[config.mk]
export PLATFORM = sky130hd
export DESIGN_NAME = ch_ram_loader
export DESIGN_NICKNAME = d
export VERILOG_FILES = /design/src/rtl/ch_unit_pkg.sv /design/src/rtl/ch_bit_serializer.sv /design/src/rtl/ch_ram_loader.sv
export SDC_FILE = /design/constraint.sdc
export NUM_CORES = 1
export LEC_CHECK = 0
export ABC_AREA = 1
export CAP_MARGIN = 10
export CORE_ASPECT_RATIO = 1.1
export CORE_UTILIZATION = 55
export DETAILED_ROUTE_END_ITERATION = 6
export PLACE_DENSITY = 0.78
export SYNTH_ARGS = -nofsm -noshare
export SYNTH_HDL_FRONTEND = slang
export SYNTH_SLANG_ARGS = --single-unit
export TNS_END_PERCENT = 1
[constraint.sdc]
create_clock -name s_axi_clk -period 10.99 [get_ports s_axi_clk]
set_input_delay 2.198 -clock s_axi_clk [delete_from_list [all_inputs] [get_ports s_axi_clk]]
set_output_delay 2.198 -clock s_axi_clk [all_outputs]
set_load 0.01 [all_outputs]
[src/rtl/ch_unit_pkg.sv]
// Shared constants and FSM state encoding for ch_unit and its RAM loader.
package ch_unit_pkg;

    localparam int CH_ADDR_W    = 20;
    localparam int CH_WORD_W    = 32;
    localparam int CH_RAM_DEPTH = 1048576;

    typedef enum logic [3:0] {
        ST_IDLE      = 4'd0,
        ST_WAIT_WORD = 4'd1,
        ST_ADDR      = 4'd2,
        ST_ADDR_GAP  = 4'd3,
        ST_DATA      = 4'd4,
        ST_DATA_GAP  = 4'd5,
        ST_STOP      = 4'd6,
        ST_STOP_GAP  = 4'd7,
        ST_DONE      = 4'd8
    } ch_state_e;

endpackage

[src/rtl/ch_bit_serializer.sv]
// Word shift register emitting bits LSB first; last_bit flags that the
// bit currently at position 0 is the final one of the loaded word.
module ch_bit_serializer #(
    parameter int WORD_W = 32
) (
    input  logic              clk,
    input  logic              rst,
    input  logic              load,
    input  logic              shift,
    input  logic [WORD_W-1:0] word,
    output logic              bit_out,
    output logic              last_bit
);

    localparam int IDX_W = (WORD_W > 1) ? $clog2(WORD_W) : 1;

    logic [WORD_W-1:0] data_r;
    logic [IDX_W-1:0]  idx_r;

    // Shift register and consumed-bit index.
    always_ff @(posedge clk or posedge rst) begin
        if (rst) begin
            data_r <= '0;
            idx_r  <= '0;
        end else if (load) begin
            data_r <= word;
            idx_r  <= '0;
        end else if (shift) begin
            data_r <= {1'b0, data_r[WORD_W-1:1]};
            idx_r  <= idx_r + IDX_W'(1);
        end else begin
            data_r <= data_r;
            idx_r  <= idx_r;
        end
    end

    assign bit_out  = data_r[0];
    assign last_bit = (idx_r == IDX_W'(WORD_W - 1));

endmodule

[src/rtl/ch_ram_loader.sv]
// Streams 32-bit words bit-serially into ch_unit's GPIO RAM write port,
// then programs the stop address for the job.
module ch_ram_loader
    import ch_unit_pkg::*;
#(
    parameter int ADDR_W    = CH_ADDR_W,
    parameter int RAM_DEPTH = CH_RAM_DEPTH,
    parameter int WORD_W    = CH_WORD_W
) (
    input  logic              s_axi_clk,
    input  logic              s_axi_reset,
    input  logic              i_start,
    input  logic [ADDR_W-1:0] i_base_addr,
    input  logic [ADDR_W:0]   i_bit_count,
    input  logic              i_abort,
    input  logic [WORD_W-1:0] i_word,
    input  logic              i_word_valid,
    output logic              o_word_ready,
    output logic              o_busy,
    output logic              o_done,
    output logic              o_error,
    output logic              o_mode,
    output logic [ADDR_W-1:0] o_ram_addr,
    output logic              o_write_addr,
    output logic              o_din,
    output logic              o_write_ram,
    output logic [ADDR_W-1:0] o_stop_addr,
    output logic              o_write_stop_addr
);

    localparam logic [ADDR_W+1:0] DEPTH_EXT = (ADDR_W+2)'(RAM_DEPTH);

    ch_state_e         state_r, state_next;
    logic [ADDR_W-1:0] base_r, addr_r, addr_next, stop_addr_s;
    logic [ADDR_W:0]   count_r, rem_r, rem_next;
    logic [ADDR_W+1:0] job_end_s;
    logic              load_s, shift_s, bit_s, last_bit_s, range_bad_s, accept_s;

    assign job_end_s   = {2'b00, i_base_addr} + {1'b0, i_bit_count};
    assign range_bad_s = (job_end_s > DEPTH_EXT);
    assign accept_s    = (state_r == ST_IDLE) && i_start;
    // count_r may equal RAM_DEPTH; the truncated sum still yields the last address.
    assign stop_addr_s = base_r + count_r[ADDR_W-1:0] - ADDR_W'(1);

    ch_bit_serializer #(.WORD_W(WORD_W)) u_ser (
        .clk      (s_axi_clk),
        .rst      (s_axi_reset),
        .load     (load_s),
        .shift    (shift_s),
        .word     (i_word),
        .bit_out  (bit_s),
        .last_bit (last_bit_s)
    );

    // Next-state, counter and serializer control.
    always_comb begin
        state_next = state_r;
        addr_next  = addr_r;
        rem_next   = rem_r;
        load_s     = 1'b0;
        shift_s    = 1'b0;
        case (state_r)
            ST_IDLE: begin
                if (!i_start) begin
                    state_next = ST_IDLE;
                end else if (i_bit_count == '0) begin
                    state_next = ST_DONE;
                end else if (range_bad_s) begin
                    state_next = ST_IDLE;
                end else begin
                    state_next = ST_WAIT_WORD;
                    addr_next  = i_base_addr;
                    rem_next   = i_bit_count;
                end
            end
            ST_WAIT_WORD: begin
                if (i_word_valid) begin
                    load_s     = 1'b1;
                    state_next = ST_ADDR;
                end else begin
                    state_next = ST_WAIT_WORD;
                end
            end
            ST_ADDR:     state_next = ST_ADDR_GAP;
            ST_ADDR_GAP: state_next = ST_DATA;
            ST_DATA:     state_next = ST_DATA_GAP;
            ST_DATA_GAP: begin
                shift_s   = 1'b1;
                addr_next = addr_r + ADDR_W'(1);
                rem_next  = rem_r - (ADDR_W+1)'(1);
                if (rem_r == (ADDR_W+1)'(1)) begin
                    state_next = ST_STOP;
                end else if (last_bit_s) begin
                    state_next = ST_WAIT_WORD;
                end else begin
                    state_next = ST_ADDR;
                end
            end
            ST_STOP:     state_next = ST_STOP_GAP;
            ST_STOP_GAP: state_next = ST_DONE;
            ST_DONE:     state_next = ST_IDLE;
            default:     state_next = ST_IDLE;
        endcase
        if (i_abort && (state_r != ST_IDLE)) begin
            state_next = ST_IDLE;
            load_s     = 1'b0;
            shift_s    = 1'b0;
        end else begin
            state_next = state_next;
        end
    end

    // State, job registers and outputs registered from the next state.
    always_ff @(posedge s_axi_clk or posedge s_axi_reset) begin
        if (s_axi_reset) begin
            state_r           <= ST_IDLE;
            addr_r            <= '0;
            rem_r             <= '0;
            base_r            <= '0;
            count_r           <= '0;
            o_error           <= 1'b0;
            o_busy            <= 1'b0;
            o_mode            <= 1'b0;
            o_word_ready      <= 1'b0;
            o_write_addr      <= 1'b0;
            o_write_ram       <= 1'b0;
            o_write_stop_addr <= 1'b0;
            o_done            <= 1'b0;
            o_ram_addr        <= '0;
            o_din             <= 1'b0;
            o_stop_addr       <= '0;
        end else begin
            state_r           <= state_next;
            addr_r            <= addr_next;
            rem_r             <= rem_next;
            if (accept_s) begin
                base_r  <= i_base_addr;
                count_r <= i_bit_count;
                o_error <= range_bad_s;
            end
            o_busy            <= (state_next != ST_IDLE);
            o_mode            <= (state_next != ST_IDLE);
            o_word_ready      <= (state_next == ST_WAIT_WORD);
            o_write_addr      <= (state_next == ST_ADDR);
            o_write_ram       <= (state_next == ST_DATA);
            o_write_stop_addr <= (state_next == ST_STOP);
            o_done            <= (state_next == ST_DONE);
            if (state_next == ST_ADDR) begin
                o_ram_addr <= addr_next;
            end
            if (state_next == ST_DATA) begin
                o_din <= bit_s;
            end
            if (state_next == ST_STOP) begin
                o_stop_addr <= stop_addr_s;
            end
        end
    end

endmodule

==> qor.log <==
qor: pwr.ir_drop 0.1601 mV
qor: sta.timing.final.ws_setup 5188 ps
qor: worst_setup_path.register_to_register_setup_slack 6960 ps
qor: logic_synthesis.netlist_area 0.01115 mm2
qor: final_layout.final-seq-area 0.004254 mm2
qor: clock_tree.cts_h_tree_depth 4
qor: logic_synthesis.yosys_warning_total 0
qor: logic_synthesis.synth_sequential_area_ratio 38.14%
qor: logic_synthesis.synth-main-ff-cell sky130_fd_sc_hd__dfrtp_1
qor: detailed_routing.highest_layer met4
qor: logic_synthesis.synth-edff-count 0
qor: final_layout.area.growth.synth_to_final 17.60%
qor: clock_tree.cts_root_cell sky130_fd_sc_hd__clkbuf_16
qor: final_layout.multiInputGateArea 0.005475 mm2
qor: place.detailed_place_hpwl 20,480 um
qor: detailed_routing.detail_route.first_pass.iterations 6
qor: final_layout.final_util 66.03%
qor: clock_tree.tritoncts_clock_tree done
qor: worst_setup_path.cp-end-kind flop
qor: detailed_routing.remaining_drc_errors 0
qor: detailed_routing.drt_first_iter_violations 820
qor: sta.totalNegativeSetupSlack 0 ps
qor: job.maxCapViolations 0
qor: sta.maximum_clock_frequency 172.4 MHz
qor: floorplanning.fp.dieW 137.8 um
qor: min_path.hold_path.class flop to flop
qor: floorplanning.core_area 0.01986 mm2
qor: floorplanning.placement_row_count 54
qor: detailed_routing.vias 10,260
qor: place.dpl_cell_area 0.01252 mm2
qor: sta.relSlewSlack 34.08%
qor: detailed_routing.met2RoutedLength 12,840 um
qor: clock_tree.cts_post_setup_buffers_inserted 0
qor: place.preCtsSetupSlack 4734 ps
qor: global_routing.grt_pass1_wl 45,320 um
qor: detailed_routing.wl_met3 1258 um
qor: floorplanning.die_area 0.02085 mm2
qor: sta.whs 469.5 ps
qor: clock_tree.post_cts_hold_buffer_count 0
qor: pwr.power.total 3.699 mW
qor: sta.timing.clock.skew 10.47 ps
qor: detailed_routing.detailed_route_wire_length 27,600 um
qor: clock_tree.clk_transition_reported_paths 70 ps
qor: worst_setup_path.worst_ep_required_time 11,310 ps
qor: clock_tree.tritoncts.num_buffers 17
qor: final_layout.finish.instance_area 0.01312 mm2
qor: logic_synthesis.post_synth_net_total 1,716
qor: run_status.run_status finished, final reports clean
qor: logic_synthesis.ys_types 46
qor: sta.slew_worst_pin 986.4 ps
qor: sta.final_min_period_over_clock_period 52.79%
qor: worst_setup_path.signal_arrival_time_at_the_worst_endpoint 6120 ps
qor: sta.hold_viol_final 0
qor: place.gp_congestion 0.9198
qor: global_routing.global_route.overflow_total 0
qor: sta.post_layout_minimum_cycle_time 5802 ps
qor: pwr.static-leakage-power 6.882 nW
qor: clock_tree.number_of_clock_sinks 170
qor: logic_synthesis.post_synth_inst_count 1,574
qor: pwr.power.density 282.0 mW/mm2
qor: sta.timing_max_transition_violations_final 0
qor: sta.unrepaired_setup_endpoints_after_global_routing false
qor: final_layout.antennaDiodeCount 0
qor: floorplanning.initial_utilization 56.15%
qor: floorplanning.dieHeight 151.4 um
qor: final_layout.instances_no_fill 1,939
qor: global_routing.largest_net_degree_at_the_start_of_global_routing 107
qor: sta.setup_viol 0
qor: logic_synthesis.synthesized_area_divided_by_synthesized_cell_count 7.086 um2
qor: place.portBuffers 126
qor: detailed_routing.detail_route.wl_per_cell 14.23 um
qor: detailed_routing.route.antenna.remaining_nets 0
qor: worst_setup_path.crit_fanout 23
qor: global_routing.grt_antenna_before_repair 0
qor: clock_tree.cts_resized 0
qor: worst_setup_path.cp_startpoint_kind input pin
qor: final_layout.n_fill_cell 1,725
qor: detailed_routing.vias_per_cell 5.293
qor: clock_tree.clock_tree.buffer_depth 2
qor: logic_synthesis.postSynth.asyncResetShare 100.0%
qor: global_routing.vias_in_the_first_global_route 9,630
qor: clock_tree.insertion_delay 440 ps
qor: global_routing.gr-usage-all-layers 27.91%
qor: logic_synthesis.postSynthRegisterBits 170
qor: detailed_routing.detail_route.wirelength.met1 12,380 um
qor: final_layout.final_layout_size_suffix_gt1_share 5.453%
qor: place.post-place-cells 1,907
qor: final_layout.fin_nets 1,816
qor: worst_setup_path.worst-setup-path-type input pin to flop
qor: floorplanning.ios 127
[sequential cells by signal, indices dropped and copies added (netlist names), 4 cells and up]
| register | flops |
|---|---|
| addr_r | 20 |
| base_r | 20 |
| count_r | 20 |
| o_ram_addr | 20 |
| o_stop_addr | 20 |
| rem_r | 21 |
| state_r | 4 |
| u_ser.data_r | 32 |
| u_ser.idx_r | 5 |
[power breakdown]
part           internal (mW)  switching, mW  leakage (nW)
Clock                  0.330          0.277         0.290
Sequential             0.915          0.160          2.11
Combinational          0.791           1.23          4.48
Total                   2.04           1.66          6.88
[final timing paths]
path | from | cells past startpoint | to
max | i_bit_count[0] | 24 | o_ram_addr[18]
min | o_stop_addr[8] | 2 | o_stop_addr[8]
max reg2reg | state_r[3] | 12 | u_ser.idx_r[3]
min reg2reg | o_stop_addr[8] | 2 | o_stop_addr[8]
max in group asynchronous | s_axi_reset | 3 | addr_r[18]
min in group asynchronous | s_axi_reset | 2 | u_ser.data_r[27]
[cell families after synthesis]
family	after synthesis	synth area share, %
fa+ha+maj	64	7.314
buf+inv	359	12.83
compound gates	284	14.11
flops	170	38.14
mux	3	0.2693
xor+xnor	23	1.806
simple gates	671	25.52
[cell usage after synthesis (all sizes together) (14+ instances only)]
cell / number / area, um2
nand3: 92 / 475.5
nor2: 83 / 324.1
nand2: 429 / 1633
o21ai: 212 / 1132
a21oi: 45 / 240.2
ha: 62 / 775.7
xor2: 14 / 122.6
nand4: 35 / 219.0
clkbuf: 28 / 105.1
inv: 306 / 1149
buf: 25 / 177.7
nor3: 18 / 105.1
dfrtp: 170 / 4254
[placed cells by master, fill, tap and decap left out, types with 11 or more instances in the layout]
cell and instances:
sky130_fd_sc_hd__a21oi_1 43, sky130_fd_sc_hd__nand4_1 35, sky130_fd_sc_hd__inv_2 11, sky130_fd_sc_hd__clkbuf_16 17, sky130_fd_sc_hd__o21ai_0 188, sky130_fd_sc_hd__clkdlybuf4s50_1 126, sky130_fd_sc_hd__dfrtp_1 170, sky130_fd_sc_hd__inv_1 294
sky130_fd_sc_hd__nor3_1 14, sky130_fd_sc_hd__xor2_1 14, sky130_fd_sc_hd__nand3_1 89, sky130_fd_sc_hd__o21ai_2 19, sky130_fd_sc_hd__nor2_1 78, sky130_fd_sc_hd__nand2_1 423, sky130_fd_sc_hd__ha_1 62
[metal layers]
metal,track usage [%],up-vias
met4,13.10,0
li1,-,5186
met1,37.47,4724
met3,3.815,63
met5,0,-
met2,44.50,290
[final cells by class]
class / instances / share of cell area, %
clock buffers: 18 / 3.348
clock inverters: 14 / 1.202
inverters: 306 / 8.795
multi-input cells: 1045 / 41.74
flip-flops and latches: 170 / 32.43
well taps: 252 / 2.404
repair buffers: 134 / 10.07
[worst max-delay path, stage by stage]
cell and delay, ps:
sky130_fd_sc_hd__clkdlybuf4s50_1 560, sky130_fd_sc_hd__ha_1 210, sky130_fd_sc_hd__inv_1 60, sky130_fd_sc_hd__fa_1 400, sky130_fd_sc_hd__inv_1 110, sky130_fd_sc_hd__nand3_1 70, sky130_fd_sc_hd__nand3_1 140, sky130_fd_sc_hd__nand2_1 90
sky130_fd_sc_hd__nand2_1 100, sky130_fd_sc_hd__nand2_1 70, sky130_fd_sc_hd__nand2_1 90, sky130_fd_sc_hd__nand2_1 70, sky130_fd_sc_hd__nand2_1 60, sky130_fd_sc_hd__nand2_1 60, sky130_fd_sc_hd__nand3_1 80, sky130_fd_sc_hd__nor2_1 50
sky130_fd_sc_hd__nand2_1 90, sky130_fd_sc_hd__nand2_4 160, sky130_fd_sc_hd__nand2_1 150, sky130_fd_sc_hd__nand2_2 80, sky130_fd_sc_hd__inv_2 270, sky130_fd_sc_hd__nand3_1 640, sky130_fd_sc_hd__nand2_1 240, sky130_fd_sc_hd__nand2_1 70
No activity file was read; power rests on OpenSTA's default activity.
==> RTL edit (same settings) <==
Change the package constant `CH_ADDR_W` from 20 to 40.
--- a/src/rtl/ch_unit_pkg.sv
+++ b/src/rtl/ch_unit_pkg.sv
@@ -2,5 +2,5 @@
 package ch_unit_pkg;
 
-    localparam int CH_ADDR_W    = 20;
+    localparam int CH_ADDR_W    = 40;
     localparam int CH_WORD_W    = 32;
     localparam int CH_RAM_DEPTH = 1048576;
Interface: changed (resized i_base_addr, i_bit_count, o_ram_addr and o_stop_addr); port bits go from 127 to 207. The function was not compared with the original's and may differ.
==> RTL edit against the unedited design <==
- power increased by 81%
- wire length grew to 2.5 times the old value
- synthesized area increased by 85%
- non-clock buffer count grew 84
- register-to-register slack gained 160 ps
- maximum frequency is 19% lower
- cell area rose by 84%
- sequential cell count increased by 120
- worst setup slack lost 1300 ps
==> RTL edit: results <==
[status]
status = "complete, no violations"

[logic_synthesis]
syn_avg_cell_area_um2 = 6.69
synth-xor-area-share_pct = 2.25
synth_nets = 3323
synth-compound-area-share_pct = 11.7

[placement]
dp_worst_setup_slack_ps = 3430
finalWeightedCongestion = 1.11
place.port_buffers = 206
dp_hpwl_um = 55100

[clock_tree]
insertion_delay_ps = 560
ctsHtreeMaxLevel = 2
cts_buffers = 34

[pwr]
p_leak_nw = 12.5
ir_worst_vdd_uv = 238

[setup_path]
rrSetupSlack_ps = 7120
crit_path_max_incr_delay_ps = 670
crit_fanout = 42
cp_slowest_cell = "nor2_4"

[routing]
totalWireLength_um = 70100
vias = 21000

[finish]
largest_register_ffs = 41
drive_gt1_share_pct = 3.27
regMostFlops = "rem_r"

[global_route]
grt_pass1_vias = 20200
global_route.usage.met2_pct = 57.8
track_usage_pct = 36.9
grt_max_degree = 164
grt_pass1_wl_um = 109000
grtUsageMet3_pct = 6.06

[sta]
worst_pin_slew_ps = 1100
fin_skew_ps = 24.1
==> RTL edit: cell types whose count changed after synthesis, sizes merged, moves of 18 or more <==
cell | before | now
nand2 | 429 | 952
inv | 306 | 559
nor2 | 83 | 273
dfrtp | 170 | 290
a21oi | 45 | 106
ha | 62 | 122
nand3 | 92 | 152
nor3 | 18 | 64
o21ai | 212 | 245
nand4 | 35 | 61
xor2 | 14 | 34
o221ai | 0 | 18
==> RTL edit: final timing paths <==
| path | start | to | cells past startpoint |
|---|---|---|---|
| max reg2reg | base_r[1] | o_stop_addr[29] | 18 |
| max in group asynchronous | s_axi_reset | rem_r[40] | 3 |
| min | o_stop_addr[27] | o_stop_addr[27] | 2 |
| min in group asynchronous | s_axi_reset | count_r[36] | 2 |
| min reg2reg | o_stop_addr[27] | o_stop_addr[27] | 2 |
| max | i_bit_count[0] | o_stop_addr[22] | 25 |
==> RTL edit: final cells by class <==
cell class                 count  share of cell area (%)
inverter                     564                    8.82
multi-input combinational   2146                    45.1
sequential                   290                    30.1
tap                          487                    2.53
clock inverter                13                   0.441
timing repair buffer         218                    8.98
clock buffer                  46                    4.06
==> RTL edit: report_power, final <==
group	internal (mW)	switching (mW)	leakage (nW)
clock	0.650	0.473	0.536
sequential	1.49	0.211	3.63
combinational	1.43	2.45	8.34
==> RTL edit: per-layer routing <==
layer	part of all wire, %	wire length, µm	up-vias
met5	0	0	-
met4	5.3	3700	0
met3	8.1	5690	188
met2	44	30900	925
met1	43	29900	9835
li1	-	-	10100
==> RTL edit: through the flow <==
stage | hold slack [ps] | cell area [µm²]
floorplan | 434 | 20600
global placement | 451 | 23000
detailed placement | 458 | 23000
CTS | 473 | 24100
global route | 483 | 24100
finish | 472 | 24100
